==> src/rtl/grid_scan_driver.sv <==
// Row-multiplexed 8x8 LED scan driver with shadow/active double buffer and inter-row blanking.
// Latency: all outputs registered; a generation strobed in is displayed from the next frame boundary.
// Backpressure: none; gridValid strobes overwrite the shadow. Optional dimming via `GRID_SCAN_DIM_EN.
module grid_scan_driver #(
  parameter int DWELL_CYCLES   = 1000,
  parameter int BLANK_CYCLES   = 8,
  parameter bit COL_ACTIVE_LOW = 1'b0
) (
  input  logic        clk,
  input  logic        reset,
  input  logic [63:0] gridIn,
  input  logic        gridValid,
`ifdef GRID_SCAN_DIM_EN
  input  logic [3:0]  brightness,
`endif
  output logic [7:0]  rowSel,
  output logic [7:0]  colData,
  output logic        frameDone,
  output logic        gridPending
);

  localparam int DW = (DWELL_CYCLES > 1) ? $clog2(DWELL_CYCLES) : 1;
  localparam int BW = (BLANK_CYCLES > 1) ? $clog2(BLANK_CYCLES) : 1;
  localparam logic [7:0] COL_OFF = COL_ACTIVE_LOW ? 8'hFF : 8'h00;

  typedef enum logic {BLANK, DRIVE} state_t;

  state_t         state, state_nxt;
  logic [2:0]     row, row_nxt;
  logic [BW-1:0]  blank_cnt, blank_cnt_nxt;
  logic [DW-1:0]  dwell_cnt, dwell_cnt_nxt;
  logic           frame_end;
  logic [63:0]    active, active_nxt;
  logic [63:0]    shadow, shadow_nxt;
  logic           pending_nxt;
  logic           lit;
  logic [7:0]     row_bits;
  logic [7:0]     col_nxt;
  logic [7:0]     row_sel_nxt;
`ifdef GRID_SCAN_DIM_EN
  logic [31:0]    lit_limit;
`endif

  always_ff @(posedge clk) begin
    if (reset) begin
      state     <= BLANK;
      row       <= 3'd0;
      blank_cnt <= '0;
      dwell_cnt <= '0;
    end else begin
      state     <= state_nxt;
      row       <= row_nxt;
      blank_cnt <= blank_cnt_nxt;
      dwell_cnt <= dwell_cnt_nxt;
    end
  end

  always_comb begin
    state_nxt     = state;
    row_nxt       = row;
    blank_cnt_nxt = blank_cnt;
    dwell_cnt_nxt = dwell_cnt;
    frame_end     = 1'b0;
    unique case (state)
      BLANK: begin
        if (blank_cnt == BW'(BLANK_CYCLES - 1)) begin
          state_nxt     = DRIVE;
          blank_cnt_nxt = '0;
          dwell_cnt_nxt = '0;
        end else begin
          blank_cnt_nxt = blank_cnt + BW'(1);
        end
      end
      DRIVE: begin
        if (dwell_cnt == DW'(DWELL_CYCLES - 1)) begin
          state_nxt     = BLANK;
          dwell_cnt_nxt = '0;
          blank_cnt_nxt = '0;
          row_nxt       = row + 3'd1;
          frame_end     = (row == 3'd7);
        end else begin
          dwell_cnt_nxt = dwell_cnt + DW'(1);
        end
      end
      default: state_nxt = BLANK;
    endcase
  end

  // Swap takes the shadow as it stood before this edge's strobe, so a
  // generation arriving on the swap edge stays pending for the next frame.
  always_comb begin
    active_nxt  = (frame_end && gridPending) ? shadow : active;
    shadow_nxt  = gridValid ? gridIn : shadow;
    pending_nxt = gridValid ? 1'b1 : ((frame_end && gridPending) ? 1'b0 : gridPending);
    row_bits    = active_nxt[{row_nxt, 3'b000} +: 8];
    lit         = (state_nxt == DRIVE);
`ifdef GRID_SCAN_DIM_EN
    lit_limit   = ((32'(brightness) + 32'd1) * 32'(DWELL_CYCLES)) >> 4;
    lit         = lit && (32'(dwell_cnt_nxt) < lit_limit);
`endif
    col_nxt     = lit ? (COL_ACTIVE_LOW ? ~row_bits : row_bits) : COL_OFF;
    row_sel_nxt = (state_nxt == DRIVE) ? (8'b1 << row_nxt) : 8'h00;
  end

  always_ff @(posedge clk) begin
    if (reset) begin
      rowSel      <= 8'h00;
      colData     <= COL_OFF;
      frameDone   <= 1'b0;
      gridPending <= 1'b0;
      active      <= '0;
      shadow      <= '0;
    end else begin
      rowSel      <= row_sel_nxt;
      colData     <= col_nxt;
      frameDone   <= frame_end;
      gridPending <= pending_nxt;
      active      <= active_nxt;
      shadow      <= shadow_nxt;
    end
  end

endmodule
==> config.mk <==
export PLATFORM = sky130hd
export DESIGN_NAME = grid_scan_driver
export DESIGN_NICKNAME = d
export VERILOG_FILES = /design/src/rtl/grid_scan_driver.sv
export SDC_FILE = /design/constraint.sdc
export NUM_CORES = 1
export LEC_CHECK = 0
export ABC_AREA = 1
export BUFFER_PORTS_ARGS = -buffer_cell sky130_fd_sc_hd__buf_2
export CAP_MARGIN = 20
export CORE_ASPECT_RATIO = 1.2
export CORE_UTILIZATION = 47
export DETAILED_ROUTE_END_ITERATION = 8
export GPL_TIMING_DRIVEN = 0
export PLACE_DENSITY = 0.67
export SLEW_MARGIN = 20
export SYNTH_ARGS = -nofsm -noshare
export SYNTH_HDL_FRONTEND = slang
export SYNTH_SLANG_ARGS = --single-unit
export TNS_END_PERCENT = 50
==> constraint.sdc <==
create_clock -name clk -period 3.06 [get_ports clk]
set_input_delay 0.153 -clock clk [delete_from_list [all_inputs] [get_ports clk]]
set_output_delay 0.153 -clock clk [all_outputs]
set_load 0.005 [all_outputs]
==> results of run 1 <==
## synthesized netlist by cell type, types with 2 or more instances
cell type / count / area share
a21oi_1: 72 / 0.051
nand2_4: 2 / 0.0032
nand3_1: 30 / 0.021
nand2_2: 23 / 0.021
buf_6: 12 / 0.019
dfxtp_1: 163 / 0.47
buf_2: 6 / 0.0043
buf_8: 2 / 0.0043
nand3_2: 39 / 0.056
inv_2: 4 / 0.0021
buf_1: 4 / 0.0021
ha_1: 5 / 0.0089
nor2_4: 8 / 0.013
clkbuf_1: 29 / 0.016
o21ai_2: 2 / 0.0025
nand4_4: 2 / 0.0061
o21ai_1: 31 / 0.022
nand2_1: 239 / 0.13
o21ai_0: 56 / 0.040
inv_1: 25 / 0.013
a211oi_1: 2 / 0.0021
a221oi_1: 3 / 0.0038
nor2_1: 147 / 0.079
o211ai_1: 3 / 0.0032
## path summary, 6_finish.rpt
path	from	to	slack (ps)
worst min-delay path	gridIn[46]	shadow[46]	20
worst max-delay path	dwell_cnt[0]	colData[3]	870
worst max register to register	dwell_cnt[0]	colData[3]	870
worst min register to register	active[16]	active[16]	460
## worst min-delay path, stage by stage
cell    delay, ps
buf_2         100
nor2_1         40
nor2_1        110
## timing repair
item	4_1_cts	5_1_grt
setup buffers	0	0
hold buffers	63	0
endpoints found under the hold margin	63	0
## final cells by class
type	count	area, µm²	share of cell area
clock inverters	15	158	0.0178
plain buffers	55	347	0.0390
clock buffers	17	425	0.0479
inverters	31	118	0.0132
flip-flops and latches	163	3260	0.367
repair buffers	145	1040	0.117
well taps	200	250	0.0282
multi-input cells	669	3280	0.369
## layer usage
layer | vias up | share of wire | track usage
met1 | 2826 | 0.46 | 0.304
met2 | 126 | 0.48 | 0.431
met4 | 0 | 0.023 | 0.0906
li1 | 3296 | - | -
met3 | 29 | 0.036 | 0.0515
met5 | - | 0 | 0
## power groups by stage
stage	Sequential, mW	Clock [mW]	Combinational [mW]
global placement	2.27	0	0.225
detailed placement	2.27	0	0.228
floorplan	2.26	0	0.136
finish	2.23	2.10	0.291
global route	2.23	2.22	0.327
CTS	2.23	2.14	0.290
## state kept, by name, indices dropped and copies added, names as in the netlist, 3 cells and up
signal / flops
colData: 8
active: 64
shadow: 64
rowSel: 8
row: 3
dwell_cnt: 10
blank_cnt: 3
## cell families after synthesis
| logic type | Yosys count | synth area share |
|---|---|---|
| AO/OA/AOI/OAI | 170 | 0.126 |
| AND/OR/NAND/NOR | 494 | 0.333 |
| adder cells (fa/ha/maj) | 5 | 0.00893 |
| buffers and inverters | 86 | 0.0663 |
| flip-flops | 163 | 0.466 |
==> flow_summary.ini, run 1 <==
[sta]
setup-violations-final = 0
slew_violations = 0
hold_slack_ps = 17.7
fmax_mhz = 456
rsz0062_at_grt = no
fin_setup_tns_ps = 0
tightest_slew_ps = 815
fin_crit_ps = 2190
hold_viol_final = 0
setup_slack_ps = 865
period_share = 0.717
slew_headroom = 0.457
finClkSkew_ps = 7.42

[worst_hold_path]
holdPathStages = 3
hp-class = primary input to flip-flop

[global_route]
grt_pass1_vias = 5944
grt_pass1_wl_um = 29200
grt_overflow = 0
grt_antenna_before_repair = 0
grt_max_degree = 17
grt_usage = 0.249

[floorplanning]
io_pins = 85
die-area_um2 = 15400
initial_core_util = 0.484
die_h_um = 136
core_um2 = 14500
rows = 48
die_x_um = 113

[placed_design]
routabilityCongestion = 0.850
placed_area_um2 = 7670
dp.cells = 1200
io_buffers = 82
dp_hpwl_um = 12700
preCtsSetupSlack_ps = 923

[power_and_ir_drop]
p_leak_nw = 3.99
seqPwrFrac = 0.482
powerDensity_nw_per_um2 = 521
cellInternalPower_mw = 3.53
pwr-share-clk = 0.455
switching_share = 0.237
vdd_drop_max_mv = 0.319
combPwrFrac = 0.063
power.switching_mw = 1.10
finalPower_mw = 4.62

[cells_and_area]
area_delta_synth_final_pct = 26.8
fillers = 1343
layout.cells.most_common = nand2_1
antenna_cells = 0
fin_area_um2 = 8880
drive_gt1_frac = 0.201
nNetsFinal = 1154
final_cells = 1295
postLayoutCoreUtil = 0.614
final_cell_mix = 239 x nand2_1, 163 x dfxtp_1, 147 x nor2_1

[cts]
cts_tree = done
cts_root_buf = clkbuf_16
clockBufferDepth = 2
cts.sinks = 163
htreeDepth = 4
clk_pin_slew_ps = 70
cts_resized = 0
insertion_delay_ps = 430
cts_buffers = 17

[setup_path]
crit_cells = 13
worstSetupPathType = flip-flop to flip-flop
worstSetupEndpointType = flip-flop
slowest_delay_ps = 380
cp_data_arrival_time_ps = 2500
worstPathCellList = ha_1, nand2_1, inv_2, nand3_1, nor2_4, nand4_4, buf_6, nand2_2, nand2_1, nand2_1, nand2_1, o21ai_1, nand2_1
reg2regPathDepth = 13
startpoint_type = flip-flop
critPathTopFamily = simple AND/OR/NAND/NOR gates
crit_buf_inv = 2
worstPathMaxFanout = 10
cp_slowest_cell = dfxtp_1
crit_top_cell = nand2_1
worstPathRequired_ps = 3360

[synthesis]
syn_inst = 918
ys_seq_area_frac = 0.466
ys_types = 33
postSynth.asyncResetShare = 0
postSynthAreaPerCell_um2 = 7.63
synth_area_um2 = 7010
synth_nets = 990
synth_edf_count = 0
synth_flop_cell = dfxtp_1
ys_seq_elements = 163
yosysWarnings = 0

[run]
maxCapViolCount = 0

[route]
drt-total-wl_um = 18100
dr.pass1.iters = 4
drc = 0
drt_iter0_drc = 291
vias = 6277
wire_per_inst_um = 14.0
viasPerCell = 4.85
ant_nets = 0

[status]
status = complete, no violations
No activity file was read; power rests on OpenSTA's default activity.
==> run 2, diff against run 1 <==
==> constraint.sdc (replaced) <==
create_clock -name clk -period 2.2 [get_ports clk]
set_input_delay 0.11 -clock clk [delete_from_list [all_inputs] [get_ports clk]]
set_output_delay 0.11 -clock clk [all_outputs]
set_load 0.005 [all_outputs]
==> run 2 against run 1 <==
Effect of this change:
- via count increased by 1.9%
- clock skew rose by 0.87 ps
- cell count is 0.85% higher
- clock-buffer cell count unchanged
- cell area rose by 2.5%
- global-route usage about the same
- sequential cell count unchanged
- routed wire length rose by 4.3%
- critical endpoint is now colData[6]
- largest power group unchanged
==> flow_summary.ini, run 2 (synthesized netlist as in run 1, its figures left out) <==
[cells_and_area]
drive_gt1_frac = 0.221
layout.cells.most_common = nand2_1
seq_area_um2 = 3270
area_delta_synth_final_pct = 29.9
reg.largest.list = active: 64 flops, shadow: 64 flops, dwell_cnt: 10 flops
fin_area_um2 = 9100
final_cell_mix = 232 x nand2_1, 161 x dfxtp_1, 147 x nor2_1
multi_input_area_um2 = 3360
nNetsFinal = 1165
fillers = 1329
antenna_cells = 0
final_cells = 1306

[floorplanning]
core_um2 = 14500
die-area_um2 = 15400
die_h_um = 136
rows = 48
die_x_um = 113
initial_core_util = 0.484
io_pins = 85

[route]
vias = 6396
dr.pass1.iters = 5
ant_nets = 0
drc = 0
wire_per_inst_um = 14.4
drt_iter0_drc = 301
drt-total-wl_um = 18900
viasPerCell = 4.90

[global_route]
grt_max_degree = 17
grt_pass1_wl_um = 29300
grt_usage = 0.249
grt_antenna_before_repair = 0
grt_pass1_vias = 5963
grt_overflow = 0

[placed_design]
placed_area_um2 = 7670
io_buffers = 82
dp_hpwl_um = 12700
routabilityCongestion = 0.850
dp.cells = 1200

[power_and_ir_drop]
seqPwrFrac = 0.481
switching_share = 0.239
combPwrFrac = 0.063
cellInternalPower_mw = 4.90
powerDensity_nw_per_um2 = 708
p_leak_nw = 4.08
vdd_drop_max_mv = 0.449
power.switching_mw = 1.54
pwr-share-clk = 0.455

[cts]
cts.sinks = 163
insertion_delay_ps = 430
htreeDepth = 4
cts_tree = done
cts_root_buf = clkbuf_16
cts_buffers = 17
clockBufferDepth = 2
clk_pin_slew_ps = 60

[sta]
fin_crit_ps = 2120
period_share = 0.963
tightest_slew_ps = 840
fmax_mhz = 472
slew_headroom = 0.440
rsz0062_at_grt = yes
finClkSkew_ps = 8.29
hold_viol_final = 0
setup-violations-final = 0
slew_violations = 0

[setup_path]
cp_data_arrival_time_ps = 2420
worstPathMaxFanout = 6
worstSetupEndpointType = flip-flop
startpoint_type = flip-flop
worstPathRequired_ps = 2500
worstSetupPathType = flip-flop to flip-flop

[run]
maxCapViolCount = 0

[worst_hold_path]
hp-class = primary input to flip-flop

[status]
status = complete, no violations
## run 2: metal layers
metal  global-route usage  wire length, µm
met2                0.433             9210
met1                0.304             8520
met3               0.0515              688
met4               0.0906              440
met5                    0                0
## run 2: worst paths after layout
kind         slack, ps         end    startpoint  cells after the start
min                140   shadow[8]     gridValid                      3
max reg2reg         80  colData[6]  dwell_cnt[1]                     13
min reg2reg        460  active[16]    active[16]                      2
max                 80  colData[6]  dwell_cnt[1]                     13
## run 2: cell type report
cell class / instances / share of cell area
plain buffers: 55 / 0.0411
well taps: 200 / 0.0275
clock buffers: 17 / 0.0468
inverters: 31 / 0.0129
multi-input cells: 671 / 0.370
clock inverters: 15 / 0.0173
repair buffers: 154 / 0.125
flip-flops and latches: 163 / 0.359
## run 2: what timing repair did
item,4_1_cts,5_1_grt
buffers inserted,0,3
hold buffers,64,0
setup endpoints to repair,0,10
resized for setup,0,26
endpoints found under the hold margin,64,0
## run 2: power groups by stage
stage | Clock (mW) | Combinational, mW | Sequential [mW]
6_report | 2.93 | 0.408 | 3.10
5_1_grt | 3.08 | 0.457 | 3.11
4_1_cts | 2.98 | 0.405 | 3.10
3_5_place_dp | 0 | 0.317 | 3.16
3_3_place_gp | 0 | 0.313 | 3.16
2_1_floorplan | 0 | 0.189 | 3.15
## run 2: per-stage QoR
| stage | power (mW) | setup TNS [ps] | utilization | setup slack (ps) | hold slack, ps |
|---|---|---|---|---|---|
| floorplan | 3.34 | 0 | - | 455 | 245 |
| global placement | 3.47 | 0 | 0.530 | 60.8 | 331 |
| detailed placement | 3.48 | 0 | 0.530 | 62.7 | 336 |
| CTS | 6.48 | 0 | 0.614 | 33.3 | 115 |
| global route | 6.65 | -190 | 0.629 | -77.7 | 171 |
| finish | 6.44 | 0 | 0.629 | 80.4 | 137 |
## run 2: critical path, cell delays in order, from the launching register on
cell       delay (ps)
dfxtp_2           360
ha_4              140
nand2_2            60
inv_2              80
nand3_2            90
nor2_4            220
nand4_4           260
clkbuf_16         270
nand2_2            60
nand2_1            40
nand2_1            50
nand2_1            90
o21ai_1           150
nand2_1           110
